[src/rtl/tt_gpio_sync.sv]
// Controller-side GPIO stage: synchronises, debounces and edge-flags pad inputs; registers pad outputs.
// Optional build macro TT_GPIO_SYNC_EDGE_EN enables the in_rise/in_fall edge registers.
module tt_gpio_sync #(
   parameter int N_PADS      = 8,
   parameter int SYNC_STAGES = 2,
   parameter int FILT_W      = 4
) (
   input  logic              clk,
   input  logic              rst_n,
   input  logic [N_PADS-1:0] pad_in,
   output logic [N_PADS-1:0] pad_out,
   output logic [N_PADS-1:0] pad_oeb,
   input  logic [N_PADS-1:0] out_val,
   input  logic [N_PADS-1:0] out_oe,
   input  logic [FILT_W-1:0] filt_len,
   output logic [N_PADS-1:0] in_val,
   output logic [N_PADS-1:0] in_rise,
   output logic [N_PADS-1:0] in_fall
);

   logic [N_PADS-1:0] sync_q [SYNC_STAGES];
   logic [N_PADS-1:0] sync_s;
   logic [FILT_W-1:0] cnt_q  [N_PADS];
   logic [FILT_W-1:0] cnt_d  [N_PADS];
   logic [N_PADS-1:0] in_val_d;

   function automatic logic [FILT_W:0] cnt_inc(input logic [FILT_W-1:0] cnt);
      return {1'b0, cnt} + {{FILT_W{1'b0}}, 1'b1};
   endfunction

   // Widened compare so cnt+1 cannot wrap; filt_len = 0 always expires (bypass).
   function automatic logic cnt_expired(input logic [FILT_W-1:0] cnt,
                                        input logic [FILT_W-1:0] len);
      return cnt_inc(cnt) >= {1'b0, len};
   endfunction

   // Output path: one register stage, no combinational feed-through
   always_ff @(posedge clk or negedge rst_n) begin
      if (!rst_n) begin
         pad_out <= '0;
         pad_oeb <= '1;
      end else begin
         pad_out <= out_val;
         pad_oeb <= ~out_oe;
      end
   end

   // Synchroniser chain
   always_ff @(posedge clk or negedge rst_n) begin
      if (!rst_n) begin
         for (int k = 0; k < SYNC_STAGES; k++) sync_q[k] <= '0;
      end else begin
         sync_q[0] <= pad_in;
         for (int k = 1; k < SYNC_STAGES; k++) sync_q[k] <= sync_q[k-1];
      end
   end

   assign sync_s = sync_q[SYNC_STAGES-1];

   always_comb begin
      in_val_d = in_val;
      for (int i = 0; i < N_PADS; i++) begin
         logic [FILT_W:0] inc;
         inc      = cnt_inc(cnt_q[i]);
         cnt_d[i] = cnt_q[i];
         if (sync_s[i] == in_val[i]) begin
            cnt_d[i] = '0;
         end else if (cnt_expired(cnt_q[i], filt_len)) begin
            in_val_d[i] = sync_s[i];
            cnt_d[i]    = '0;
         end else begin
            cnt_d[i] = inc[FILT_W-1:0];
         end
      end
   end

   // Debounce state
   always_ff @(posedge clk or negedge rst_n) begin
      if (!rst_n) begin
         in_val <= '0;
         for (int i = 0; i < N_PADS; i++) cnt_q[i] <= '0;
      end else begin
         in_val <= in_val_d;
         for (int i = 0; i < N_PADS; i++) cnt_q[i] <= cnt_d[i];
      end
   end

`ifdef TT_GPIO_SYNC_EDGE_EN
   // Edge pulses land in the same cycle in_val shows the new level
   always_ff @(posedge clk or negedge rst_n) begin
      if (!rst_n) begin
         in_rise <= '0;
         in_fall <= '0;
      end else begin
         in_rise <= in_val_d & ~in_val;
         in_fall <= ~in_val_d & in_val;
      end
   end
`else
   assign in_rise = '0;
   assign in_fall = '0;
`endif

endmodule

[config.mk]
export PLATFORM = sky130hd
export DESIGN_NAME = tt_gpio_sync
export DESIGN_NICKNAME = d
export VERILOG_FILES = /design/src/rtl/tt_gpio_sync.sv
export SDC_FILE = /design/constraint.sdc
export NUM_CORES = 1
export LEC_CHECK = 0
export CORE_ASPECT_RATIO = 0.6
export CORE_MARGIN = 10
export CORE_UTILIZATION = 46
export DETAILED_ROUTE_END_ITERATION = 12
export GPL_ROUTABILITY_DRIVEN = 0
export PLACE_DENSITY = 0.76
export SETUP_SLACK_MARGIN = 0.2
export SLEW_MARGIN = 20
export SYNTH_ARGS = -nofsm -noshare
export SYNTH_HDL_FRONTEND = slang
export SYNTH_SLANG_ARGS = --single-unit
[constraint.sdc]
create_clock -name clk -period 2.05 [get_ports clk]
set_input_delay 0.615 -clock clk [delete_from_list [all_inputs] [get_ports clk]]
set_output_delay 0.615 -clock clk [all_outputs]
set_load 0.02 [all_outputs]
==> impl_metrics.json <==
{
  "dp_hpwl_um": 4640,
  "synth-seq-cells": 72,
  "synthMuxAreaShare": 0.0266,
  "grt_max_degree": 73,
  "path_cells": "ha_2 > xor2_2 > ha_1 > a21oi_2 > o21ai_2 > a211oi_2 > mux2_4",
  "drt_iter0_markers": 81,
  "num_antenna_cells": 0,
  "drv_slew": 0,
  "cts.clk_slew.worst_paths_ns": 0.06,
  "cp.required_ns": 2.26,
  "postSynthAreaPerCell_um2": 12.2,
  "clk_latency_ns": 0.33,
  "antenna_found_initial": 0,
  "critPathArrivalTime_ns": 2.20,
  "worst_path_max_delay_cell": "dfrtp_1",
  "die-area_um2": 11300,
  "clock-sinks": 72,
  "setup_viol": 0,
  "setup.worst_path.end_class": "register",
  "wire_per_inst_um": 15.2,
  "core-area_um2": 7210,
  "htree_levels": 3,
  "drive_gt1_frac": 0.313,
  "cts_root_buf": "clkbuf_16",
  "max_stage_delay_ns": 0.38,
  "vias": 2251,
  "clock_skew_ns": 0.00483,
  "cts_tree": "built",
  "hold_class": "input port to async pin",
  "rsz0062_at_grt": "true",
  "io_pins": 70,
  "grt_remaining_overflow": 0,
  "place_area_um2": 4060,
  "ctsHoldBuffers": 0,
  "wirelength_um": 6990,
  "status": "completed",
  "ant_nets": 0,
  "worstSetupPathType": "register to register",
  "min_period_ns": 1.99,
  "ir_drop_uv": 572,
  "grt_pass1_vias": 2493,
  "std_cell_rows": 24,
  "final.period_utilization": 0.971,
  "synth_xor_area_frac": 0.0622,
  "reg2regPathDepth": 7,
  "netlist_area_um2": 3380,
  "leakagePower_nw": 2.36,
  "cp-start-kind": "register",
  "synth-seq-area-share": 0.536,
  "synth_top_family_by_area": "adder cells",
  "area_delta_synth_final_pct": 45.4,
  "grt_usage": 0.131,
  "cts_buffer_depth": 2,
  "reg2reg_slack_ns": 0.06,
  "worstReg2RegStart": "cnt_q[0]$_DFF_PN0_",
  "synthDistinctLibCells": 20,
  "drc": 0,
  "synth_compound_area_frac": 0.0681,
  "ys_warn_count": 0,
  "final_area_um2": 4910,
  "power_density_nw_per_um2": 1210,
  "start_util": 0.469,
  "finalHoldViolCount": 0,
  "numPortBuffers": 53,
  "max_freq_mhz": 503,
  "dieWidth_um": 131,
  "via_per_inst": 4.90,
  "fp.dieH_um": 86.4,
  "synth-simple-area-share": 0.101,
  "setup_tns_ns": 0,
  "r2r_end": "in_val[7]$_DFFE_PN0P_",
  "whs_ns": 0.294,
  "netlist_instances": 276,
  "finalNetCount": 433,
  "firstDrtPassIters": 5,
  "maxCapViolations": 0,
  "grt_first_pass_wirelength_um": 11600,
  "worst-path-max-fanout": 2,
  "synth-adder-area-share": 0.148,
  "numCtsBuffers": 9
}
==> cell type report <==
cell class | count | area (µm²)
fillers | 516 | 2290
multi-input cells | 184 | 1870
flip-flops and latches | 72 | 1810
repair buffers | 77 | 709
clock buffers | 12 | 256
well taps | 91 | 114
inverters | 19 | 81.3
clock inverters | 4 | 76.3
==> state kept, by name, summed over array words and instances (netlist names) <==
signal   count
cnt_q       32
in_val       8
pad_oeb      8
pad_out      8
sync_q       8
sync_s       8
==> cell usage after synthesis <==
cell | count | area, µm²
and3_1 | 6 | 37.5
a2111o_1 | 8 | 90.1
o21ai_1 | 8 | 40.0
nor2_1 | 16 | 60.1
xor2_1 | 8 | 70.1
nand3_1 | 8 | 40.0
dfrtp_1 | 64 | 1600
ha_1 | 40 | 500
mux2_2 | 8 | 90.1
and3_2 | 2 | 15.0
nor2b_1 | 20 | 125
conb_1 | 1 | 3.75
a21oi_1 | 8 | 40.0
dfstp_2 | 8 | 210
a211oi_1 | 8 | 60.1
nand2_1 | 8 | 30.0
inv_1 | 19 | 71.3
xnor2_1 | 16 | 140
nor2b_2 | 4 | 35.0
buf_4 | 16 | 120
==> cells by family (layout without fill, tap and decap cells) <==
family	Yosys count	in the layout
flops	72	72
simple gates	64	64
fa+ha+maj	40	40
buf+inv	35	112
compound gates	32	32
xor+xnor	24	24
mux	8	8
other cells	1	16
==> where the power goes <==
group / internal [mW] / switching [mW]
clock network: 1.13 / 0.578
registers: 1.69 / 0.227
logic: 1.20 / 1.13
==> placed cells by master (no fill, tap or decap), types with 2 or more instances in the layout <==
cell type and count:
a211oi_2 8, xnor2_1 13, nand3_1 6, clkdlybuf4s50_1 24, nor2b_2 4, mux2_4 8, bufinv_16 2, nor2_1 15
buf_12 2, ha_1 26, xor2_4 4, clkbuf_8 2, inv_1 16, nor2b_1 20, xnor2_2 2, and3_2 2
a2111o_1 8, dfrtp_1 64, clkbuf_16 9, dlygate4sd2_1 26, clkinvlp_4 3, xor2_2 3, ha_2 4, nand2_1 8
a21oi_2 4, o21ai_2 7, a21oi_4 3, ha_4 10, dfstp_2 8, and3_1 6, buf_4 20, conb_1 16
buf_6 2
==> how the worst max path moves through the flow <==
stage                     depth (start not counted)                from                     to  slack, ns
after detailed placement                          7         filt_len[2]  in_val[5]$_DFFE_PN0P_      -0.64
after global placement                            7         filt_len[2]  in_val[1]$_DFFE_PN0P_      -0.60
after CTS                                         7  cnt_q[4]$_DFF_PN0_  in_val[6]$_DFFE_PN0P_       0.03
after floorplan                                   6         filt_len[2]  in_val[1]$_DFFE_PN0P_        0.1
final                                             7  cnt_q[0]$_DFF_PN0_  in_val[7]$_DFFE_PN0P_       0.06
after global routing                              7  cnt_q[5]$_DFF_PN0_     cnt_q[7]$_DFF_PN0_      -0.03
==> worst max-delay path, delay by kind of cell, from the launching register on <==
kind	cells	cell delay [ns]
AO/OA/AOI/OAI	3	0.49
XOR/XNOR	1	0.15
adder cells (fa/ha/maj)	2	0.53
flip-flops	1	0.38
multiplexers	1	0.32
==> stage by stage <==
step	worst slack, ns	power [mW]	utilization	instances
after CTS	0.0318	5.71	0.650	454
after global routing	-0.0347	6.37	0.682	459
final	0.0605	5.96	0.682	459
after floorplan	0.0965	3.07	-	291
after global placement	-0.595	3.65	0.563	430
after detailed placement	-0.638	3.72	0.563	430
==> routing by layer <==
layer  global-route usage  vias to the layer above  wire, µm
li1                     -                     1085         -
met1                0.143                     1095      2860
met2                0.213                       64      3380
met3               0.0720                        7       678
met4               0.0452                        0        70
met5                    0                        -         0
==> repair_timing <==
| action | 4_1_cts | 5_1_grt |
|---|---|---|
| endpoints found under the setup margin | 64 | 41 |
| pin swaps | 25 | 23 |
| buffers inserted | 8 | 5 |
| hold endpoints to repair | 0 | 0 |
| resized for setup | 75 | 30 |
Power figures use the tool's default switching activity.
